**config.mk**
```make
export PLATFORM = sky130hd
export DESIGN_NAME = number_encoder
export DESIGN_NICKNAME = d
export VERILOG_FILES = /design/src/rtl/number_pkg.sv /design/src/rtl/number_msn_finder.sv /design/src/rtl/number_encoder.sv
export SDC_FILE = /design/constraint.sdc
export NUM_CORES = 1
export LEC_CHECK = 0
export CORE_MARGIN = 8
export CORE_UTILIZATION = 55
export CTS_CLUSTER_DIAMETER = 50
export DETAILED_ROUTE_END_ITERATION = 12
export PLACE_DENSITY = 0.82
export SLEW_MARGIN = 5
export SYNTH_ARGS = -nofsm -noshare
export SYNTH_HDL_FRONTEND = slang
export SYNTH_SLANG_ARGS = --single-unit
export TNS_END_PERCENT = 10
```
**constraint.sdc**
```tcl
create_clock -name clk -period 3.6 [get_ports clk]
set_clock_uncertainty 0.15 [all_clocks]
set_input_delay 0.54 -clock clk [delete_from_list [all_inputs] [get_ports clk]]
set_output_delay 0.54 -clock clk [all_outputs]
set_load 0.05 [all_outputs]
```
**src/rtl/number_pkg.sv**
```systemverilog
// number_pkg: shared constants and encoder state type for the literal number encoder
package number_pkg;
  localparam int GROUP_W = 5;
  localparam int NIBBLE_W = 4;
  localparam logic [2:0] LIT_TYPE_ID = 3'd4;
  localparam int NUM_W_DEF = 64;
  localparam int MAX_GROUPS = NUM_W_DEF / NIBBLE_W;
  typedef enum logic [1:0] {
    IDLE,
`ifdef LITERAL_HEADER_EN
    HEADER,
`endif
    GROUP
  } enc_state_e;
endpackage

```
**src/rtl/number_msn_finder.sv**
```systemverilog
// number_msn_finder: num -> group_count = index of highest non-zero nibble + 1 (minimum 1)
module number_msn_finder
  import number_pkg::*;
#(
  parameter int NUM_W = 64
) (
  input  logic [NUM_W-1:0] num,
  output logic [4:0]       group_count
);
  always_comb begin
    group_count = 5'd1;
    for (int i = 0; i < NUM_W / NIBBLE_W; i++)
      group_count = |num[NIBBLE_W*i +: NIBBLE_W] ? 5'(i + 1) : group_count;
  end
endmodule

```
**src/rtl/number_encoder.sv**
```systemverilog
// number_encoder: serialises inNumber into 5-bit literal groups on outBit/outLast (valid/ready both sides); LITERAL_HEADER_EN prefixes a version/type header
module number_encoder
  import number_pkg::*;
#(
  parameter int NUM_W = 64,
  parameter int VERSION_W = 3
) (
  input  logic                 clk,
  input  logic                 reset,
  input  logic                 inValid,
  output logic                 inReady,
  input  logic [NUM_W-1:0]     inNumber,
  input  logic [VERSION_W-1:0] inVersion,
  output logic                 outValid,
  input  logic                 outReady,
  output logic                 outBit,
  output logic                 outLast,
  output logic [4:0]           groupCount,
  output logic                 busy
);
  enc_state_e state_q, state_d;
  logic [NUM_W-1:0] num_q, num_d;
  logic [4:0] gc_q, gc_d, grp_q, grp_d, gc_calc;
  logic [2:0] bit_q, bit_d;
  logic [3:0] nib;
  logic [GROUP_W-1:0] word;
  logic hs;
  number_msn_finder #(.NUM_W(NUM_W)) u_msn (
    .num        (inNumber),
    .group_count(gc_calc)
  );
`ifdef LITERAL_HEADER_EN
  localparam logic [2:0] HDR_LAST = 3'(VERSION_W + 2);
  logic [VERSION_W-1:0] ver_q, ver_d;
  logic [VERSION_W+2:0] hdr;
  assign hdr = {ver_q, LIT_TYPE_ID} << bit_q;
  assign outBit = state_q == GROUP ? word[GROUP_W-1] : state_q == HEADER ? hdr[VERSION_W+2] : 1'b0;
`else
  logic unused_ver;
  assign unused_ver = ^inVersion;
  assign outBit = state_q == GROUP ? word[GROUP_W-1] : 1'b0;
`endif
  always_comb begin
    nib = '0;
    for (int i = 0; i < NUM_W / NIBBLE_W; i++)
      nib = grp_q == 5'(i) ? num_q[NIBBLE_W*i +: NIBBLE_W] : nib;
  end
  assign word       = {grp_q != 5'd0, nib} << bit_q;
  assign inReady    = state_q == IDLE;
  assign outValid   = state_q != IDLE;
  assign busy       = outValid;
  assign hs         = outValid && outReady;
  assign outLast    = state_q == GROUP && grp_q == 5'd0 && bit_q == 3'd4;
  assign groupCount = gc_q;
  always_comb begin
    state_d = state_q;
    num_d   = num_q;
    gc_d    = gc_q;
    grp_d   = grp_q;
    bit_d   = bit_q;
`ifdef LITERAL_HEADER_EN
    ver_d   = ver_q;
`endif
    case (state_q)
      IDLE: if (inValid) begin
`ifdef LITERAL_HEADER_EN
        state_d = HEADER;
        ver_d   = inVersion;
`else
        state_d = GROUP;
`endif
        num_d = inNumber;
        gc_d  = gc_calc;
        grp_d = gc_calc - 5'd1;
        bit_d = '0;
      end
`ifdef LITERAL_HEADER_EN
      HEADER: if (hs) begin
        bit_d   = bit_q == HDR_LAST ? 3'd0 : bit_q + 3'd1;
        state_d = bit_q == HDR_LAST ? GROUP : HEADER;
      end
`endif
      GROUP: if (hs) begin
        bit_d   = bit_q == 3'd4 ? 3'd0 : bit_q + 3'd1;
        grp_d   = bit_q == 3'd4 ? grp_q - 5'd1 : grp_q;
        state_d = bit_q == 3'd4 && grp_q == 5'd0 ? IDLE : GROUP;
      end
      default: state_d = IDLE;
    endcase
  end
  always_ff @(posedge clk) begin
    if (reset) begin
      state_q <= IDLE;
      num_q   <= '0;
      gc_q    <= '0;
      grp_q   <= '0;
      bit_q   <= '0;
`ifdef LITERAL_HEADER_EN
      ver_q   <= '0;
`endif
    end else begin
      state_q <= state_d;
      num_q   <= num_d;
      gc_q    <= gc_d;
      grp_q   <= grp_d;
      bit_q   <= bit_d;
`ifdef LITERAL_HEADER_EN
      ver_q   <= ver_d;
`endif
    end
  end
endmodule

```
==> results by group <==
Timing
  – Final slew viol count: 0
  – Hold Vio Cnt, Final: 0
  – Final Cycle Share: 0.970
  – Setup violators final: 0
  – F_max: 286 MHz
  – Max_slew headroom: 0.474
  – Setup TNS: 0 ps
  – Tmin final: 3490 ps
  – Measured slew at the worst slew-check pin: 789 ps

Clocking
  – CTS Sinks: 78
  – Clk root buf: clkbuf_8
  – Clk buf depth: 2
  – Clock latency on the worst-skew pair: 360 ps
  – CTS Hold Bufs: 0
  – Clk slew on worst S/H paths: 80 ps
  – CTS tree: built
  – CTS H-tree lvls: 3
  – Inserted Clock Buffers: 9

Route
  – Remaining antenna violation count after routing: 0
  – DRC violations left: 0
  – DR WL/cell: 17.8 um
  – Total detailed-routing wirelength: 13400 um
  – Vias per cell: 6.12
  – DR iter-0 viols: 414
  – DR pass1 iterations: 5
  – Vias: 4592

Yosys
  – Syn avg cell area: 7.42 sq um
  – Register bit total from synthesis: 78
  – EDFF count, synth: 0
  – Part of the Yosys area used for sequential elements: 0.362
  – Syn Inst Count: 581
  – Mapped Nets: 660
  – Unique masters post-synth: 70
  – Mapped cell area: 4310 sq um
  – Share of flip-flops with an asynchronous set or reset: 0
  – Number of synthesis warnings: 0
  – Top FF cell, synth: dfxtp_1

Floorplan
  – Row cnt: 32
  – Die Width: 105 um
  – I/O pin cnt: 81
  – Core Area: 7650 sq um
  – Die outline height: 105 um
  – Die outline area: 10900 sq um
  – Initial Util: 0.564

Power
  – P_sw: 0.633 mW
  – Peak VDD IR: 266 uV
  – Clock power frac: 0.305
  – Seq pwr share: 0.463
  – Power, Total: 2.07 mW
  – Static Leak: 1.91 nW
  – Net Sw Frac: 0.306
  – Combinational fraction of design power: 0.233
  – Internal: 1.43 mW
  – Power density cells: 377 nW/um^2

Global route
  – Vias in the first global route: 4516
  – Pin count of the biggest net entering global routing: 44
  – Initial antenna violation count: 0
  – Gr usage total: 0.238
  – Global-route wire length before repair: 21600 um
  – Grt total ovfl: 0

Worst setup path
  – Setup crit end kind: primary output
  – Setup CP Type: reg -> out
  – Setup crit start kind: flop
  – Crit Path Max Fanout: 13
  – Worst endpoint required time: 2910 ps
  – CP max stage delay: 370 ps
  – Cell chain of the critical path: inv_2 > ha_2 > buf_4 > nor2b_1 > o31ai_1 > o41ai_1 > a31oi_2 > o32ai_2 > a221oi_2 > clkbuf_16
  – CP max stage cell: dfxtp_4
  – Critical path arrival: 2800 ps

Cells and area
  – Area Overhead vs Synth: 27.1%
  – Most common cell after layout, fill and taps aside: nand2_1
  – Fillers: 600
  – Final net count: 724
  – Non-Filler Instances: 750
  – Share of layout cells above drive strength 1: 0.111
  – Commonest cells after routing, fill and taps aside: nand2_1, a21oi_1, dfxtp_1, clkdlybuf4s50_1
  – Antenna diodes: 0
  – Core Util, Final: 0.716

Placed design
  – Placer Congestion: 0.990
  – Port buffer count: 77
  – Post-DP HPWL: 9990 um
  – Placed cell count: 736

Hold path
  – Hold Path Class: reg -> reg

Status
  – Status: complete, no violations

Flow run
  – MaxCap Viol Count: 0
[through the flow]
step	hold slack, ps	worst slack [ps]	cell area [sq um]
3_5_place_dp	297	206	5180
3_3_place_gp	288	246	5180
2_1_floorplan	281	459	4320
6_report	308	107	5480
5_1_grt	329	-11.5	5480
4_1_cts	309	44.7	5370
[layer usage]
| layer | up-vias | global-route usage | share of wire |
|---|---|---|---|
| li1 | 2181 | - | - |
| met1 | 2165 | 0.283 | 0.41 |
| met2 | 208 | 0.397 | 0.49 |
| met3 | 38 | 0.0576 | 0.078 |
| met4 | 0 | 0.112 | 0.030 |
| met5 | - | 0 | 0 |
[power by group through the flow]
stage	combinational [mW]	sequential (mW)	clock (mW)
floorplan	0.266	0.962	0
global placement	0.432	0.970	0
detailed placement	0.446	0.973	0
CTS	0.452	0.953	0.636
global route	0.520	0.963	0.673
finish	0.481	0.957	0.630
[cell families (layout without fill, tap and decap cells)]
logic type               Yosys count  in the layout  synth area share
buffers and inverters             55            122            0.0554
flip-flops                        78             78             0.362
adder cells (fa/ha/maj)            8              8            0.0232
XOR/XNOR                           1              1           0.00203
multiplexers                       1              1           0.00232
AO/OA/AOI/OAI                    169            169             0.248
AND/OR/NAND/NOR                  269            269             0.307
[worst paths after layout]
path | depth (start not counted) | slack [ps] | end | from
worst max-delay path | 10 | 110 | outBit | grp_q[0]
worst min register to register | 2 | 310 | num_q[31] | num_q[31]
worst min-delay path | 2 | 310 | num_q[31] | num_q[31]
worst max register to register | 6 | 1340 | grp_q[4] | state_q[0]
[what timing repair did]
item	CTS	global route
pin swaps	0	6
resized for setup	4	22
endpoints found under the setup margin	1	1
buffers inserted	0	0
[layout make-up]
type | instances | area [sq um] | share of cell area
multi-input combinational | 448 | 2630 | 0.480
sequential | 78 | 1570 | 0.287
timing repair buffer | 96 | 931 | 0.170
tap | 102 | 128 | 0.0233
clock buffer | 9 | 124 | 0.0226
clock inverter | 5 | 52.6 | 0.00959
inverter | 12 | 45.0 | 0.00822
[registers in the layout, indices dropped and copies added (netlist names)]
signal,cells
num_q,64
groupCount,5
grp_q,5
bit_q,3
state_q,1
[Yosys cell counts, types with 5 or more instances]
master / instances / share of area
a31oi_1: 5 / 0.0073
dfxtp_1: 78 / 0.36
nand3_1: 10 / 0.012
nor3_1: 15 / 0.017
or4_1: 6 / 0.010
ha_1: 8 / 0.023
nor4_1: 11 / 0.016
nand3b_1: 6 / 0.010
nor2b_1: 9 / 0.013
o21ai_0: 18 / 0.021
a21oi_1: 87 / 0.10
nand2b_1: 5 / 0.0073
nand2_1: 160 / 0.14
clkbuf_1: 27 / 0.024
o21ai_1: 6 / 0.0070
buf_2: 8 / 0.0093
nor2_1: 16 / 0.014
a221oi_1: 6 / 0.012
inv_1: 12 / 0.010
[worst max-delay path: cells and delay by family (launching register included)]
family,cells,cell delay [ps]
AOI/OAI and AO/OA,5,1230
buffers and inverters,3,500
DFF,1,370
adders and majority gates,1,200
and+or+nand+nor,1,150
Note: power is estimated with default switching activity, not from simulation.
